--- config.mk ---
export PLATFORM = sky130hd
export DESIGN_NAME = roulette_spin_generator
export DESIGN_NICKNAME = d
export VERILOG_FILES = /design/src/rtl/roulette_spin_generator.sv
export SDC_FILE = /design/constraint.sdc
export NUM_CORES = 1
export LEC_CHECK = 0
export CELL_PAD_IN_SITES_DETAIL_PLACEMENT = 0
export CELL_PAD_IN_SITES_GLOBAL_PLACEMENT = 1
export CORE_UTILIZATION = 52
export CTS_CLUSTER_SIZE = 30
export DETAILED_ROUTE_END_ITERATION = 8
export GPL_TIMING_DRIVEN = 0
export PLACE_DENSITY = 0.93
export SLEW_MARGIN = 5
export SYNTH_ARGS = -nofsm -noshare
export SYNTH_HDL_FRONTEND = slang
export SYNTH_SLANG_ARGS = --single-unit
--- constraint.sdc ---
create_clock -name Clock -period 9.2 [get_ports Clock]
set_input_delay 1.84 -clock Clock [delete_from_list [all_inputs] [get_ports Clock]]
set_output_delay 1.84 -clock Clock [all_outputs]
set_load 0.02 [all_outputs]
--- src/rtl/roulette_spin_generator.sv ---
// Roulette spin generator: a free-running Galois LFSR sampled at a decelerating
// rate after a key press, with the final sample latched as the 5-bit outcome.
module roulette_spin_generator #(
    parameter logic [15:0] SEED      = 16'hACE1,
    parameter int unsigned STEP_BASE = 2,
    parameter int unsigned STEP_INC  = 1,
    parameter int unsigned NUM_STEPS = 8
) (
    input  logic       Clock,
    input  logic       reset_n,
    input  logic       spin_n,
    output logic [4:0] randnum,
    output logic [4:0] spin_value,
    output logic       spinning,
    output logic       result_valid
);

    localparam logic [15:0] POLY      = 16'hB400;
    localparam logic [15:0] BASE_W    = 16'(STEP_BASE);
    localparam logic [15:0] INC_W     = 16'(STEP_INC);
    localparam logic [7:0]  LAST_STEP = 8'(NUM_STEPS - 1);

    typedef enum logic {
        IDLE = 1'b0,
        SPIN = 1'b1
    } state_t;

    function automatic logic [15:0] lfsr_next(input logic [15:0] cur);
        return {1'b0, cur[15:1]} ^ (cur[0] ? POLY : 16'h0000);
    endfunction

    state_t      state_q, state_d;
    logic [15:0] lfsr_q, lfsr_d;
    logic        s1_q, s2_q, s3_q;
    logic [1:0]  fill_q, fill_d;
    logic        armed_q, armed_d;
    logic [15:0] period_q, period_d;
    logic [15:0] period_cnt_q, period_cnt_d;
    logic [7:0]  step_q, step_d;
    logic [4:0]  spin_value_q, spin_value_d;
    logic [4:0]  randnum_q, randnum_d;
    logic        spinning_q, spinning_d;
    logic        result_valid_q, result_valid_d;
    logic        press_s;
    logic        step_evt_s;

    // The chain only holds real button samples two edges after reset; a press is
    // honoured only once the button has been seen released, so a key held through
    // reset release cannot start a spin.
    assign press_s    = armed_q & s3_q & ~s2_q;
    assign step_evt_s = (period_cnt_q == (period_q - 16'd1));

    // Next-state and output computation for the spin FSM
    always_comb begin
        state_d        = state_q;
        lfsr_d         = lfsr_next(lfsr_q);
        fill_d         = (fill_q == 2'd2) ? fill_q : (fill_q + 2'd1);
        armed_d        = armed_q | ((fill_q == 2'd2) & s2_q);
        period_d       = period_q;
        period_cnt_d   = period_cnt_q;
        step_d         = step_q;
        spin_value_d   = spin_value_q;
        randnum_d      = randnum_q;
        spinning_d     = spinning_q;
        result_valid_d = 1'b0;
        case (state_q)
            IDLE: begin
                if (press_s) begin
                    state_d      = SPIN;
                    period_cnt_d = 16'd0;
                    period_d     = BASE_W;
                    step_d       = 8'd0;
                    spinning_d   = 1'b1;
                end else begin
                    state_d = IDLE;
                end
            end
            SPIN: begin
                if (step_evt_s) begin
                    spin_value_d = lfsr_q[4:0];
                    period_cnt_d = 16'd0;
                    period_d     = period_q + INC_W;
                    step_d       = step_q + 8'd1;
                    if (step_q == LAST_STEP) begin
                        randnum_d      = lfsr_q[4:0];
                        result_valid_d = 1'b1;
                        spinning_d     = 1'b0;
                        state_d        = IDLE;
                    end else begin
                        state_d = SPIN;
                    end
                end else begin
                    period_cnt_d = period_cnt_q + 16'd1;
                end
            end
            default: begin
                state_d    = IDLE;
                spinning_d = 1'b0;
            end
        endcase
    end

    // State, LFSR, synchronizer and output registers
    always_ff @(posedge Clock or negedge reset_n) begin
        if (!reset_n) begin
            state_q        <= IDLE;
            lfsr_q         <= SEED;
            s1_q           <= 1'b1;
            s2_q           <= 1'b1;
            s3_q           <= 1'b1;
            fill_q         <= 2'd0;
            armed_q        <= 1'b0;
            period_q       <= 16'd0;
            period_cnt_q   <= 16'd0;
            step_q         <= 8'd0;
            spin_value_q   <= 5'd0;
            randnum_q      <= 5'd0;
            spinning_q     <= 1'b0;
            result_valid_q <= 1'b0;
        end else begin
            state_q        <= state_d;
            lfsr_q         <= lfsr_d;
            s1_q           <= spin_n;
            s2_q           <= s1_q;
            s3_q           <= s2_q;
            fill_q         <= fill_d;
            armed_q        <= armed_d;
            period_q       <= period_d;
            period_cnt_q   <= period_cnt_d;
            step_q         <= step_d;
            spin_value_q   <= spin_value_d;
            randnum_q      <= randnum_d;
            spinning_q     <= spinning_d;
            result_valid_q <= result_valid_d;
        end
    end

    assign randnum      = randnum_q;
    assign spin_value   = spin_value_q;
    assign spinning     = spinning_q;
    assign result_valid = result_valid_q;

endmodule

# --- After elaboration in Yosys (flattened, before gate mapping) ---
# Cells that the tools add are included.
word_totals:
  reg_bits: 75
  latch_bits: 0
  mem_bits_rw: 0
  romBits: 0
  in_bits: 3
  out_inout_bits: 12
  wordCells: 57
  mem_count: 0
classes:
  add_sub_neg: 5
  n_mul: 0
  div: 0
  magnitude_cmp: 0
  n_eq_ne: 6
  shifts: 0
  muxes: 21
  n_bitwise: 7
  n_reduce_logical: 4
op_table:
  columns: ["operator", "count"]
  rows:
  - ["$mux 16", 5]
  - ["$pmux 16 s2", 2]
  - ["$add 16x1->16 const B", 2]
  - ["$eq 16x16->1", 1]
  - ["$mux 8", 2]
  - ["$pmux 8 s2", 1]
  - ["$sub 16x1->16 const B", 1]
  - ["$xor 15x16->16", 1]
  - ["$mux 1", 9]
  - ["$add 8x1->8 const B", 1]
  - ["$eq 8x3->1 const B", 1]
  - ["$reduce_and 3->1", 2]
  - ["$ne 2x1->1 const B", 2]
  - ["$pmux 1 s2", 2]
  - ["$reduce_and 2->1", 2]
  - ["$and 1x1->1", 3]
  - ["$add 2x1->2 const B", 1]
  - ["$eq 2x2->1 const B", 1]
  - ["$ne 2x2->1 const B", 1]
  - ["$not 1->1", 2]
  - ["$or 1x1->1", 1]

# --- Depth between registers and ports, before layout ---
depth:
  ltp_word: 4
  mapped_depth: 13

# --- Worst setup path after synthesis ---
# OpenSTA, ideal clock, no wires.
synth_path:
  path_kind: "flip-flop to flip-flop"
  start: "register period_q[9]"
  end: "register period_q[15]"
  setup_ps: 79
  arrival_time_ps: 3188
  t_required_ps: 9121
  path_slack_ps: 5932
  path_stages_with_launch: 11
  period_less_slack_ps: 3268
  cell_sequence: "dfrtp_1 > or4_1 > buf_2 > o31a_1 > a221o_1 > or4_1 > or4_1 > buf_2 > buf_6 > nor4_2 > mux2i_1"
synth_between:
  elab_chain_len: 4
synth_rtl:
  columns: ["element", "line_no", "rtl"]
  rows:
  - ["from (decl)", "37", "logic [15:0] period_q, period_d;"]
  - ["from (signal assigned)", "128", "period_q <= period_d;"]
  - ["$sub 16x1->16", "51", "assign step_evt_s = (period_cnt_q == (period_q - 16'd1));"]
  - ["$eq 16x16->1", "51", null]
  - ["$ne 2x1->1 (no line)", null, null]
  - ["$reduce_and 2->1 (no line)", null, null]
# Parallel ways exist; a longest one is shown, timed or not. The select of a mux whose other input is x is not followed.
# A chain may end at the register's enable or synchronous reset.

# --- Worst setup path in the final report ---
layout_path:
  start: "register period_q[4]"
  end: "register spin_value_q[1], in the netlist spin_value[1]"
layout_between:
  elab_chain_len: 3
layout_rtl:
  columns: ["element", "line_no", "rtl"]
  rows:
  - ["$sub 16x1->16", "51", null]
  - ["$eq 16x16->1", "51", null]
  - ["$reduce_and 2->1 (no line)", null, null]
  - ["to (signal assigned)", "131", "spin_value_q <= spin_value_d;"]
  - ["to (decl)", "40", "logic [4:0] spin_value_q, spin_value_d;"]
# Every way passes these cells.

==> results.md <==
- Maxcap violations: 0
- Worst-skew pair later-pin latency: 0.36 ns
- Antenna Violating Nets Remaining: 0
- CP Class: reg2reg
- Vias in the first global route: a little over 3000
- RSZ-0062 raised after global routing: no
- Rel. slew slack: 39.8%
- Tcrit/Tclk final: approximately 45%
- Setup Viol. Count Final: 0
- Yosys warning count: 0
- Remaining global-route overflow: 0
- Yosys cell types: 58
- Final worst setup slack: between 5 and 6 ns
- Syn nets: roughly 400
- Syn Area/Cell: just under 10 sq um
- Row count: 31
- Ys flop type: dfrtp_1
- Via count: ~3200
- CP Launch Type: flip-flop
- Filler Cells Inserted: between 600 and 700
- Clk root buf: clkbuf_8
- Clock Path Buffers: 2
- NumNets Final: 435
- P&R area growth vs syn: 12.0%
- Data arrival time of the worst path: roughly 4.4 ns
- TNS Setup: 0 ns
- Post-cts repair resize count: 0
- Ports: 15
- Most common cell after layout, fill and taps aside: dfrtp_1
- Pwr per Cell Area: a little over 200 mW/mm^2
- Cell Area, Synth: 0.00397 sq mm
- Skew final: about 0.011 ns
- Final min period: between 4 and 5 ns
- Ys async rst share: 100%
- Max rail drop VDD: between 0.1 and 0.15 mV
- Antenna violations before repair: 0
- Die Y: ~89 um
- First-pass GRT wire length: between 15000 and 20000 um
- Total CTS buffers: 9
- Drt wl/cell: 17.7 um
- Antenna Cells: 0
- Drt initial violations: around 280
- Crit-path max FO: 10
- Post-synth EDFFs: 0
- Vias per cell: roughly 6
- Hold Path Class: reg2reg
- Hpwl dp: 6790 um
- Pre-CTS setup slack: a little over 5 ns
- Run status: completed
- Measured slew at the worst slew-check pin: 0.897 ns
- # Post-CTS Setup Buffers: 0
- CP required: between 9 and 10 ns
- Initial Util: 54.2%
- Post-route cell area: about 0.0044 sq mm
- Post-Synthesis Cells: about 400
- Fmax: about 240 MHz
- CP Capture Type: flip-flop
- All-layer global routing usage: between 20% and 30%
- Fin. max-slew vios: 0
- LEAKAGE: 2.00 nW
- Share of cells above drive strength 1: between 15 and 20%
- First-pass DRT Iterations: 5
- Pin count of the biggest net entering global routing: 47
- Core Box Area: about 0.0073 sq mm
- Final hold slack: about 0.36 ns
- Final Hold Fails: 0
- WL final: about 9400 um
- Hold buffers post-CTS: 0
- Area post-placement: ~0.0043 sq mm
- DR DRC count: 0
- FF+latch count, synth: 75
- Sink Count: 75
- Commonest cells after routing, fill and taps aside: dfrtp_1, nand2_1, a31oi_1
- CTS H-tree lvls: 3
- Final RePlAce weighted congestion: 0.859
- Die area: 0.00799 sq mm
- CTS tree: done
- Register area share after synthesis: a little under half
- Worst-path clk slew: about 0.090 ns
- Final core occ: about 60%
- Buffers on Ports: 14
- Die X: 89.4 um
## cells by family after synthesis
logic type      Yosys count  synth area share [%]
buf+inv                  45                  4.82
simple gates            147                  19.8
xor+xnor                 21                  4.63
flops                    75                  47.6
mux                      26                  6.87
fa+ha+maj                 5                  1.58
compound gates           82                  14.7
## metal layers
metal / vias to the layer above / part of all wire (%) / track usage [%] / wire length [um]
li1: 1513 / - / - / -
met1: 1573 / 46 / 35.4 / 4290
met2: 81 / 48 / 40.8 / 4550
met3: 15 / 4.7 / 6.28 / 446
met4: 0 / 1.4 / 8.66 / 136
met5: - / 0 / 0 / 0
## worst max-delay path: stages, from the launching register on
cell	delay [ns]
dfrtp_1	0.37
clkbuf_1	0.19
or4_1	0.55
nor3_1	0.48
a31oi_1	0.14
or3b_2	0.47
nor4_1	0.58
buf_2	0.31
buf_2	0.29
nand2_1	0.25
mux2_2	0.37
## layout make-up
cell class	count	area (sq um)	share of cell area, %
Clock buffer	9	124	2.79
Timing Repair Buffer	15	165	3.71
Clock inverter	7	62.6	1.41
Sequential cell	75	1890	42.5
Buffer	28	128	2.87
Inverter	17	63.8	1.44
Multi-Input combinational cell	281	1890	42.5
Tap cell	99	124	2.79
## synthesized netlist by cell type, drive strengths merged, types with 2 or more instances
cell type,number,share of area [%]
o31a,3,0.66
nor3,13,1.6
dfstp,11,7.3
nor4,6,1.5
xor2,12,2.6
or4,7,1.3
a211oi,2,0.38
or2,12,1.9
mux2,10,2.8
nand2b,3,0.47
nand3,22,2.8
xnor2,9,2.0
ha,5,1.6
mux2i,16,4.0
buf,10,1.5
clkbuf,18,1.7
a31oi,24,3.8
and4,2,0.44
or3,12,1.9
a21oi,13,1.7
a2111oi,7,2.2
dfrtp,64,40
o22ai,2,0.32
and3,8,1.3
nand4,6,0.95
a21o,2,0.38
nor2,13,1.2
o21ai,12,1.5
a21boi,2,0.38
inv,17,1.6
nand2,39,3.7
## stage by stage
stage	power, mW	cells
2_1_floorplan	0.600	401
4_1_cts	0.920	531
3_3_place_gp	0.662	514
5_1_grt	0.974	531
6_report	0.917	531
3_5_place_dp	0.673	515
## worst paths after layout
path / start / to / slack [ns] / depth (start not counted)
worst max-delay path: period_q[4] / spin_value[1] / 5.08 / 10
worst min-delay path: lfsr_q[9] / lfsr_q[8] / 0.36 / 0
worst max register to register: period_q[4] / spin_value[1] / 5.08 / 10
worst min register to register: lfsr_q[9] / lfsr_q[8] / 0.36 / 0
max in group asynchronous: reset_n / lfsr_q[11] / 7.16 / 2
min in group asynchronous: reset_n / period_cnt_q[10] / 1.41 / 1
## flip-flops by register name, indices dropped and copies added (netlist names), 2 cells and up
| signal | cells |
|---|---|
| lfsr_q | 16 |
| fill_q | 2 |
| step_q | 8 |
| period_cnt_q | 16 |
| spin_value | 5 |
| period_q | 16 |
| randnum | 5 |
## power breakdown
| part | internal [mW] | switching (mW) |
|---|---|---|
| registers | 0.362 | 0.0366 |
| logic | 0.111 | 0.161 |
| clock network | 0.104 | 0.142 |
| total | 0.577 | 0.339 |
Power figures use the tool's default switching activity.
